### src/rtl/mux_rr_arbiter_if.sv
// rtl/mux_rr_arbiter_if.sv - requester and downstream bundle for the round-robin packet mux
interface mux_rr_arbiter_if #(
  parameter int NUM_PORTS_WIDTH = 2,
  parameter int DATA_WIDTH      = 32
);
  localparam int N = 2**NUM_PORTS_WIDTH;

  logic [N-1:0]            in_valid;
  logic [N-1:0]            in_last;
  logic [N*DATA_WIDTH-1:0] data_in;
  logic [N-1:0]            in_ready;
  logic                    out_valid;
  logic                    out_ready;
  logic [DATA_WIDTH-1:0]   data_out;
  logic                    out_last;
  logic [NUM_PORTS_WIDTH-1:0] out_port;

  // slave is the arbiter; master is the surrounding requesters plus the sink
  modport slave (
    input  in_valid, in_last, data_in, out_ready,
    output in_ready, out_valid, data_out, out_last, out_port
  );

  modport master (
    output in_valid, in_last, data_in, out_ready,
    input  in_ready, out_valid, data_out, out_last, out_port
  );
endinterface

### src/rtl/mux_rr_arbiter.sv
// rtl/mux_rr_arbiter.sv - packet-locked round-robin mux with a registered output beat
module mux_rr_arbiter #(
  parameter int NUM_PORTS_WIDTH = 2,
  parameter int DATA_WIDTH      = 32
) (
  input  logic            clk,
  input  logic            rst,
  mux_rr_arbiter_if.slave bus
);
  localparam int N = 2**NUM_PORTS_WIDTH;
  localparam logic [NUM_PORTS_WIDTH-1:0] ONE = 1;

  typedef enum logic {UNLOCKED, LOCKED} state_e;

  state_e                     state_q, state_d;
  logic [NUM_PORTS_WIDTH-1:0] lock_port_q, lock_port_d;
  logic [NUM_PORTS_WIDTH-1:0] ptr_q, ptr_d;
  logic [NUM_PORTS_WIDTH-1:0] out_port_q, out_port_d;
  logic                       out_valid_q, out_valid_d;
  logic                       out_last_q, out_last_d;
  logic [DATA_WIDTH-1:0]      data_out_q, data_out_d;

  logic                       can_accept;
  logic                       grant_found;
  logic                       transfer;
  logic [NUM_PORTS_WIDTH-1:0] grant_idx, cand, sel;
  logic [N-1:0]               in_ready;

  assign can_accept = !out_valid_q || bus.out_ready;

  // Walk from the farthest candidate back to ptr so the nearest valid one wins.
  always_comb begin
    grant_found = 1'b0;
    grant_idx   = '0;
    cand        = '0;
    for (int k = N-1; k >= 0; k--) begin
      cand = ptr_q + NUM_PORTS_WIDTH'(k);
      if (bus.in_valid[cand]) begin
        grant_found = 1'b1;
        grant_idx   = cand;
      end
    end
  end

  always_comb begin
    in_ready = '0;
    sel      = (state_q == LOCKED) ? lock_port_q : grant_idx;
    if (!rst && (state_q == LOCKED || grant_found)) begin
      in_ready[sel] = can_accept;
    end
    transfer = bus.in_valid[sel] && in_ready[sel];
  end

  always_comb begin
    state_d     = state_q;
    lock_port_d = lock_port_q;
    ptr_d       = ptr_q;
    out_valid_d = out_valid_q;
    out_last_d  = out_last_q;
    out_port_d  = out_port_q;
    data_out_d  = data_out_q;
    if (transfer) begin
      out_valid_d = 1'b1;
      out_last_d  = bus.in_last[sel];
      out_port_d  = sel;
      data_out_d  = bus.data_in[sel*DATA_WIDTH +: DATA_WIDTH];
      if (bus.in_last[sel]) begin
        state_d = UNLOCKED;
        ptr_d   = sel + ONE;
      end else begin
        state_d     = LOCKED;
        lock_port_d = sel;
      end
    end else if (bus.out_ready) begin
      out_valid_d = 1'b0;
    end
  end

  always_ff @(posedge clk) begin
    if (rst) begin
      state_q     <= UNLOCKED;
      lock_port_q <= '0;
      ptr_q       <= '0;
      out_valid_q <= 1'b0;
      out_last_q  <= 1'b0;
      out_port_q  <= '0;
      data_out_q  <= '0;
    end else begin
      state_q     <= state_d;
      lock_port_q <= lock_port_d;
      ptr_q       <= ptr_d;
      out_valid_q <= out_valid_d;
      out_last_q  <= out_last_d;
      out_port_q  <= out_port_d;
      data_out_q  <= data_out_d;
    end
  end

  assign bus.in_ready  = in_ready;
  assign bus.out_valid = out_valid_q;
  assign bus.out_last  = out_last_q;
  assign bus.out_port  = out_port_q;
  assign bus.data_out  = data_out_q;
endmodule

### src/flat_wrapper.sv
// flat-port wrapper written by rule: the top's interface ports become plain ports
module mux_rr_arbiter_flat 
#(
  parameter int NUM_PORTS_WIDTH = 2,
  parameter int DATA_WIDTH      = 32
)
  (clk, rst, bus_in_valid, bus_in_last, bus_data_in, bus_out_ready, bus_in_ready, bus_out_valid, bus_data_out, bus_out_last, bus_out_port);
  mux_rr_arbiter_if #(.NUM_PORTS_WIDTH(NUM_PORTS_WIDTH), .DATA_WIDTH(DATA_WIDTH)) bus_i ();
  input  logic clk;
  input  logic rst;
  input wire logic [$bits(bus_i.in_valid)-1:0] bus_in_valid;
  input wire logic [$bits(bus_i.in_last)-1:0] bus_in_last;
  input wire logic [$bits(bus_i.data_in)-1:0] bus_data_in;
  input wire logic [$bits(bus_i.out_ready)-1:0] bus_out_ready;
  output wire logic [$bits(bus_i.in_ready)-1:0] bus_in_ready;
  output wire logic [$bits(bus_i.out_valid)-1:0] bus_out_valid;
  output wire logic [$bits(bus_i.data_out)-1:0] bus_data_out;
  output wire logic [$bits(bus_i.out_last)-1:0] bus_out_last;
  output wire logic [$bits(bus_i.out_port)-1:0] bus_out_port;
  assign bus_i.in_valid = bus_in_valid;
  assign bus_i.in_last = bus_in_last;
  assign bus_i.data_in = bus_data_in;
  assign bus_i.out_ready = bus_out_ready;
  assign bus_in_ready = bus_i.in_ready;
  assign bus_out_valid = bus_i.out_valid;
  assign bus_data_out = bus_i.data_out;
  assign bus_out_last = bus_i.out_last;
  assign bus_out_port = bus_i.out_port;
  mux_rr_arbiter #(.NUM_PORTS_WIDTH(NUM_PORTS_WIDTH), .DATA_WIDTH(DATA_WIDTH)) u_core (.clk(clk), .rst(rst), .bus(bus_i));
endmodule
### config.mk
export PLATFORM = sky130hd
export DESIGN_NAME = mux_rr_arbiter_flat
export DESIGN_NICKNAME = d
export VERILOG_FILES = /design/src/rtl/mux_rr_arbiter_if.sv /design/src/rtl/mux_rr_arbiter.sv /design/src/flat_wrapper.sv
export SDC_FILE = /design/constraint.sdc
export NUM_CORES = 1
export LEC_CHECK = 0
export CORE_MARGIN = 2
export CORE_UTILIZATION = 33
export DETAILED_ROUTE_END_ITERATION = 8
export GPL_TIMING_DRIVEN = 0
export HOLD_SLACK_MARGIN = 0.05
export PLACE_DENSITY_LB_ADDON = 0.2
export SLEW_MARGIN = 40
export SYNTH_ARGS = -nofsm -noshare
export SYNTH_HDL_FRONTEND = slang
export SYNTH_SLANG_ARGS = --single-unit
### constraint.sdc
create_clock -name clk -period 2.2 [get_ports clk]
set_clock_uncertainty 0.15 [all_clocks]
set_input_delay 0.33 -clock clk [delete_from_list [all_inputs] [get_ports clk]]
set_output_delay 0.33 -clock clk [all_outputs]
set_load 0.005 [all_outputs]
==> results of run 1 <==
-- state kept, by name, summed over array words and instances, names as in the netlist --
| name | count |
|---|---|
| u_core.bus.data_out | 32 |
| u_core.bus.out_last | 1 |
| u_core.bus.out_port | 2 |
| u_core.bus.out_valid | 1 |
| u_core.lock_port_q | 2 |
| u_core.ptr_q | 2 |
| u_core.state_q | 1 |
-- worst max path at each step --
stage                     slack [ns]                                  end                          from
final                          -0.16  u_core.bus.data_out[1]$_SDFFE_PP0P_   u_core.state_q$_SDFFE_PP0P_
after global routing           -0.22  u_core.bus.data_out[1]$_SDFFE_PP0P_   u_core.state_q$_SDFFE_PP0P_
after CTS                      -0.14                      bus_in_ready[3]  u_core.ptr_q[0]$_SDFFE_PP0P_
after detailed placement       -1.31                      bus_in_ready[2]               bus_in_valid[2]
after global placement         -1.29                      bus_in_ready[2]               bus_in_valid[2]
after floorplan                -0.02  u_core.bus.out_port[1]$_SDFFE_PP0P_               bus_in_valid[0]
-- per-layer routing --
| metal | track usage | wire length (µm) | vias up | part of all wire |
|---|---|---|---|---|
| met2 | 0.389 | 5640 | 129 | 0.51 |
| met1 | 0.290 | 4470 | 1576 | 0.41 |
| met5 | 0 | 0 | - | 0 |
| met3 | 0.0423 | 764 | 9 | 0.069 |
| met4 | 0.0568 | 123 | 0 | 0.011 |
| li1 | - | - | 1592 | - |
-- where the power goes --
part	leakage (nW)	switching (mW)	internal, mW
sequential	0.341	0.128	0.965
combinational	1.74	1.14	1.65
clock	0.0542	0.277	0.284
total	2.14	1.54	2.90
-- cells by family (layout without fill, tap and decap cells) --
kind of cell    Yosys count  after routing  synth area share
mux                      74             74             0.286
simple gates             89             89             0.162
flops                    41             41             0.301
buf+inv                  30            253            0.0440
xor+xnor                  1              1           0.00321
compound gates           83             83             0.204
-- final cells by class --
cell class	instances	area, µm²	area share
inverters	4	26.3	0.00470
flip-flops and latches	41	830	0.148
clock buffers	7	96.3	0.0172
plain buffers	23	292	0.0521
multi-input cells	247	1970	0.352
well taps	105	131	0.0235
clock inverters	1	5.00	0.000895
repair buffers	218	2240	0.401
-- repair_timing --
action / in CTS / in global routing
pin swaps: 12 / 23
buffers inserted: 23 / 13
cloned: 4 / 4
resized for setup: 125 / 65
endpoints found under the setup margin: 45 / 44
-- critical path, cell delays in order, from the launching register on --
cell	delay, ns
dfxtp_4	0.37
o31a_1	0.33
a31oi_4	0.18
buf_6	0.17
buf_8	0.14
clkbuf_16	0.17
buf_4	0.12
mux2_4	0.30
o211ai_1	0.19
o21ai_1	0.11
-- cell usage after synthesis (4+ instances only) --
master / count
clkbuf_1: 19
nor2_1: 7
dfxtp_1: 41
o21ai_0: 33
nand2b_1: 36
o211ai_1: 32
inv_1: 4
a21oi_1: 5
nand2_1: 36
mux2i_1: 42
nor3_1: 5
mux2_2: 32
buf_2: 6
==> flow_summary_export.csv, run 1 <==
group,metric,value,unit
route,drt_iter0_drc,98,
floorplan,coreArea,8130,µm²
route,wl_per_cell,17.0,µm
setup_path,path_class,"reg2reg",
place,io_buffer_count,178,
route,vias_per_cell,5.12,
clocking,cts_max_path_buffers,2,
logic_synthesis,syn_inst,318,
setup_path,cp_max_fo,7,
route,drt_pass1_iterations,5,
grt,antenna_found_initial,0,
timing,relSlewSlack,0.646,
timing,drv_slew,0,
setup_path,arrival,2.38,ns
floorplan,floorplan.initialDensity,0.336,
final_layout,finalNetCount,679,
grt,grt_max_degree,13,
hold_path,min_path_cells,2,
logic_synthesis,synth_edf_count,0,
timing,fin_setup_tns,-2.07,ns
final_layout,layout_common_cells,"clkdlybuf4s50_1, dfxtp_1, nand2_1",
logic_synthesis,ys.flop_type,"dfxtp_1",
logic_synthesis,async_flop_share,0,
logic_synthesis,avgSynthCellArea,8.59,µm²
clocking,holdBufCountCts,0,
clocking,cts_buffers,5,
route,routed_wl,11.0,mm
place,dpl_cell_area,4660,µm²
power_and_ir_drop,power.total,4.44,mW
power_and_ir_drop,power.leakage,2.14,nW
final_layout,antennaDiodeCount,0,
logic_synthesis,ys_seq_area_frac,0.301,
final_layout,drive_above_1_share,0.244,
clocking,cts.sinks,41,
timing,setup_violations,37,
hold_path,holdPathEnd,"u_core.bus.data_out[27]$_SDFFE_PP0P_",
setup_path,r2r_setup_slack,-0.16,ns
route,drtAntennaViolNets,0,
final_layout,finalInstanceArea,5590,µm²
timing,setup_slack,-0.155,ns
timing,rsz0062_at_grt,"yes",
route,drc_errors,0,
logic_synthesis,ys_ff_latch,41,
clocking,clk_latency,0.29,ns
place,post-dp-hpwl,7.39,mm
logic_synthesis,synth_nets,457,
hold_path,min_from,"u_core.bus.data_out[27]$_SDFFE_PP0P_",
run_status,violations,"negative setup slack",
clocking,cts_root_buf,"clkbuf_8",
logic_synthesis,syn_area,2730,µm²
logic_synthesis,synth_area_leaders,"dfxtp_1, mux2i_1, mux2_2",
setup_path,crit_path_end_kind,"flop",
setup_path,worstSetupStartpointType,"flop",
floorplan,rows,33,
final_layout,finish.utilization,0.688,
final_layout,fillers,647,
timing,finalCritPeriodShare,1.07,
timing,hold_slack,0.318,ns
final_layout,stdcell_count,646,
power_and_ir_drop,p_per_area,794,nW/µm²
grt,grtUsageTotal,0.226,
floorplan,io_pins,179,
grt,grt_pass1_wl,16.0,mm
flow_run,cap_violations,0,
clocking,htree_num_levels,2,
floorplan,dieArea,9020,µm²
floorplan,die_x,95.0,µm
floorplan,die_h,95.0,µm
run_status,status,"finished with violations",
grt,grt_overflow_total,0,
timing,max_freq,425,MHz
hold_path,min_path_type,"reg2reg",
place,dp.cells,601,
place,place_congestion,0.793,
timing,tightestPinTransition,0.530,ns
clocking,clk_pin_slew,0.08,ns
final_layout,area_delta_synth_final,105,%
route,vias,3306,
logic_synthesis,synth_area_leader_cell,"dfxtp_1",
final_layout,mostFrequentLayoutCell,"clkdlybuf4s50_1",
power_and_ir_drop,ir_worst_vdd,366,µV
place,place_ws,-1.31,ns
logic_synthesis,yosysWarnings,0,
timing,period_minus_slack,2.36,ns
setup_path,worst_r2r_path_depth,9,
logic_synthesis,synth.distinct_cells,28,
clocking,tritoncts,"yes",
setup_path,r2r-start,"u_core.state_q$_SDFFE_PP0P_",
timing,final_hold_viol_count,0,
setup_path,crit_required,2.23,ns
grt,grt_pass1_vias,3179,
logic_synthesis,synth_top_area_share,0.301,
setup_path,rr_endpoint,"u_core.bus.data_out[1]$_SDFFE_PP0P_",
(Power assumes the default switching activity.)
==> inputs of run 2 (changes only) <==
--- a/config.mk
+++ b/config.mk
@@ -6,7 +6,7 @@
 export NUM_CORES = 1
 export LEC_CHECK = 0
 export CORE_MARGIN = 2
-export CORE_UTILIZATION = 33
+export CORE_UTILIZATION = 37
 export DETAILED_ROUTE_END_ITERATION = 8
 export GPL_TIMING_DRIVEN = 0
 export HOLD_SLACK_MARGIN = 0.05
==> constraint.sdc (replaced) <==
create_clock -name clk -period 2.65 [get_ports clk]
set_clock_uncertainty 0.15 [all_clocks]
set_input_delay 0.3975 -clock clk [delete_from_list [all_inputs] [get_ports clk]]
set_output_delay 0.3975 -clock clk [all_outputs]
set_load 0.005 [all_outputs]
==> flow_summary_export.csv, run 2 (synthesized netlist as in run 1, its figures left out) <==
group,metric,value,unit
run_status,status,"finished clean",
clocking,cts.sinks,41,
final_layout,mostFrequentLayoutCell,"clkdlybuf4s50_1",
power_and_ir_drop,p_switching,1.06,mW
route,routed_wl,9.52,mm
timing,relSlewSlack,0.667,
clocking,holdBufCountCts,0,
power_and_ir_drop,pwr-share-clk,0.132,
grt,grt_pass1_wl,15.3,mm
place,place_ws,-1.21,ns
place,place_congestion,0.787,
power_and_ir_drop,intPower,1.93,mW
flow_run,cap_violations,0,
grt,grt_pass1_vias,3056,
power_and_ir_drop,p_per_area,617,nW/µm²
floorplan,rows,31,
power_and_ir_drop,ir_worst_vdd,306,µV
clocking,cts_max_path_buffers,2,
hold_path,holdPathEnd,"u_core.bus.data_out[26]$_SDFFE_PP0P_",
power_and_ir_drop,pwr-share-comb,0.566,
timing,drv_slew,0,
timing,rsz0062_at_grt,"yes",
setup_path,rr_endpoint,"u_core.bus.data_out[3]$_SDFFE_PP0P_",
grt,grt_max_degree,13,
clocking,htree_num_levels,2,
route,drtAntennaViolNets,0,
route,vias_per_cell,5.05,
floorplan,dieArea,8090,µm²
route,drc_errors,0,
power_and_ir_drop,pwr-share-seq,0.302,
route,vias,3092,
floorplan,die_x,89.9,µm
setup_path,arrival,2.00,ns
floorplan,floorplan.initialDensity,0.379,
timing,setup_violations,0,
grt,grt_overflow_total,0,
power_and_ir_drop,swShare,0.354,
final_layout,area_delta_synth_final,77.7,%
clocking,cts_root_buf,"clkbuf_8",
setup_path,cp_cell_sequence,"dlygate4sd2_1 -> nor2b_1 -> o31a_1 -> a31oi_4 -> clkbuf_8 -> inv_1 -> nor3_2 -> clkdlybuf4s15_1",
clocking,clk_pin_slew,0.07,ns
timing,period_minus_slack,2.55,ns
place,post-dp-hpwl,7.39,mm
hold_path,min_path_type,"reg2reg",
final_layout,finalNetCount,651,
clocking,clk_latency,0.28,ns
floorplan,coreArea,7210,µm²
final_layout,drive_above_1_share,0.148,
timing,max_freq,392,MHz
timing,finalCritPeriodShare,0.962,
setup_path,r2r_setup_slack,0.19,ns
setup_path,crit_slowest_cell,"dlygate4sd2_1",
setup_path,critical-path-max-stage-delay,0.29,ns
route,drt_pass1_iterations,4,
setup_path,path_class,"in2out",
final_layout,finalInstanceArea,4850,µm²
final_layout,finish.utilization,0.673,
timing,fin_setup_tns,0,ns
floorplan,io_pins,179,
route,drt_iter0_drc,76,
setup_path,crit_family,"buffers and inverters",
setup_path,r2r-start,"u_core.ptr_q[0]$_SDFFE_PP0P_",
place,dp.cells,595,
power_and_ir_drop,power.leakage,1.81,nW
setup_path,crit_required,2.10,ns
timing,final_hold_viol_count,0,
route,wl_per_cell,15.6,µm
clocking,tritoncts,"yes",
place,io_buffer_count,178,
hold_path,min_from,"u_core.bus.data_out[26]$_SDFFE_PP0P_",
grt,antenna_found_initial,0,
setup_path,worstSetupStartpointType,"input port",
hold_path,min_path_cells,2,
setup_path,crit_buf_inv,4,
floorplan,die_h,89.9,µm
final_layout,layout_common_cells,"clkdlybuf4s50_1, mux2i_1, dfxtp_1",
setup_path,cp_max_fo,5,
grt,grtUsageTotal,0.229,
place,dpl_cell_area,4640,µm²
final_layout,antennaDiodeCount,0,
timing,tightestPinTransition,0.500,ns
timing,setup_slack,0.100,ns
final_layout,stdcell_count,612,
setup_path,worst_r2r_path_depth,10,
clocking,cts_buffers,5,
final_layout,largest_reg_flops,32,
setup_path,crit_path_end_kind,"output pin",
## run 2: cell types whose count changed in the layout (fill, tap and decap cells not counted), sizes merged
cell,before,now
buf,52,15
clkbuf,25,29
clkdlybuf4s15,0,1
clkinv,1,2
clkinvlp,1,0
dlygate4sd2,1,4
inv,3,4
## run 2: how the worst max path moves through the flow
stage,start,to,slack [ns],depth (start not counted)
finish,bus_in_valid[0],bus_in_ready[3],0.1,8
global route,bus_in_valid[0],u_core.ptr_q[1]$_SDFFE_PP0P_,-0.03,10
CTS,bus_in_valid[0],bus_in_ready[1],0.03,8
floorplan,bus_in_valid[0],u_core.bus.data_out[6]$_SDFFE_PP0P_,0.26,9
global placement,bus_in_valid[2],bus_in_ready[2],-1.19,10
detailed placement,bus_in_valid[2],bus_in_ready[2],-1.21,10
## run 2: area by class of cell
| cell class | instances | area (µm²) |
|---|---|---|
| fill | 623 | 2360 |
| timing repair buffer | 187 | 1830 |
| multi-input combinational | 247 | 1810 |
| sequential | 41 | 826 |
| buffer | 26 | 165 |
| tap | 99 | 124 |
| clock buffer | 6 | 72.6 |
| inverter | 4 | 15.0 |
| clock inverter | 2 | 10.0 |
## run 2: layer usage
layer | vias to the layer above | GRT usage | share of wire
met4 | 0 | 0.0577 | 0.012
met3 | 8 | 0.0629 | 0.071
met2 | 123 | 0.389 | 0.49
li1 | 1529 | - | -
met1 | 1432 | 0.287 | 0.43
met5 | - | 0 | 0
## run 2: worst register-to-register path, delay by kind of cell (launching register included)
kind            cells  cell delay (ns)
buf+inv             3             0.57
mux                 1             0.32
simple gates        1             0.07
compound gates      5             0.84
flops               1             0.39
## run 2: through the flow
stage	hold WS (ns)	total power, mW
floorplan	0.309	1.70
global placement	0.300	2.47
detailed placement	0.305	2.49
CTS	0.317	2.97
global route	0.340	3.20
finish	0.314	2.99
## run 2: power by group through the flow
| stage | Sequential (mW) | Clock, mW | Combinational, mW |
|---|---|---|---|
| after floorplan | 0.919 | 0 | 0.785 |
| after global placement | 0.905 | 0 | 1.56 |
| after detailed placement | 0.915 | 0 | 1.58 |
| after CTS | 0.903 | 0.407 | 1.66 |
| after global routing | 0.927 | 0.429 | 1.84 |
| final | 0.905 | 0.396 | 1.69 |
## run 2: timing repair
action	4_1_cts	5_1_grt
pin swaps	1	1
endpoints found under the hold margin	0	0
setup endpoints to repair	44	37
resized for setup	27	23
buffers inserted	7	2
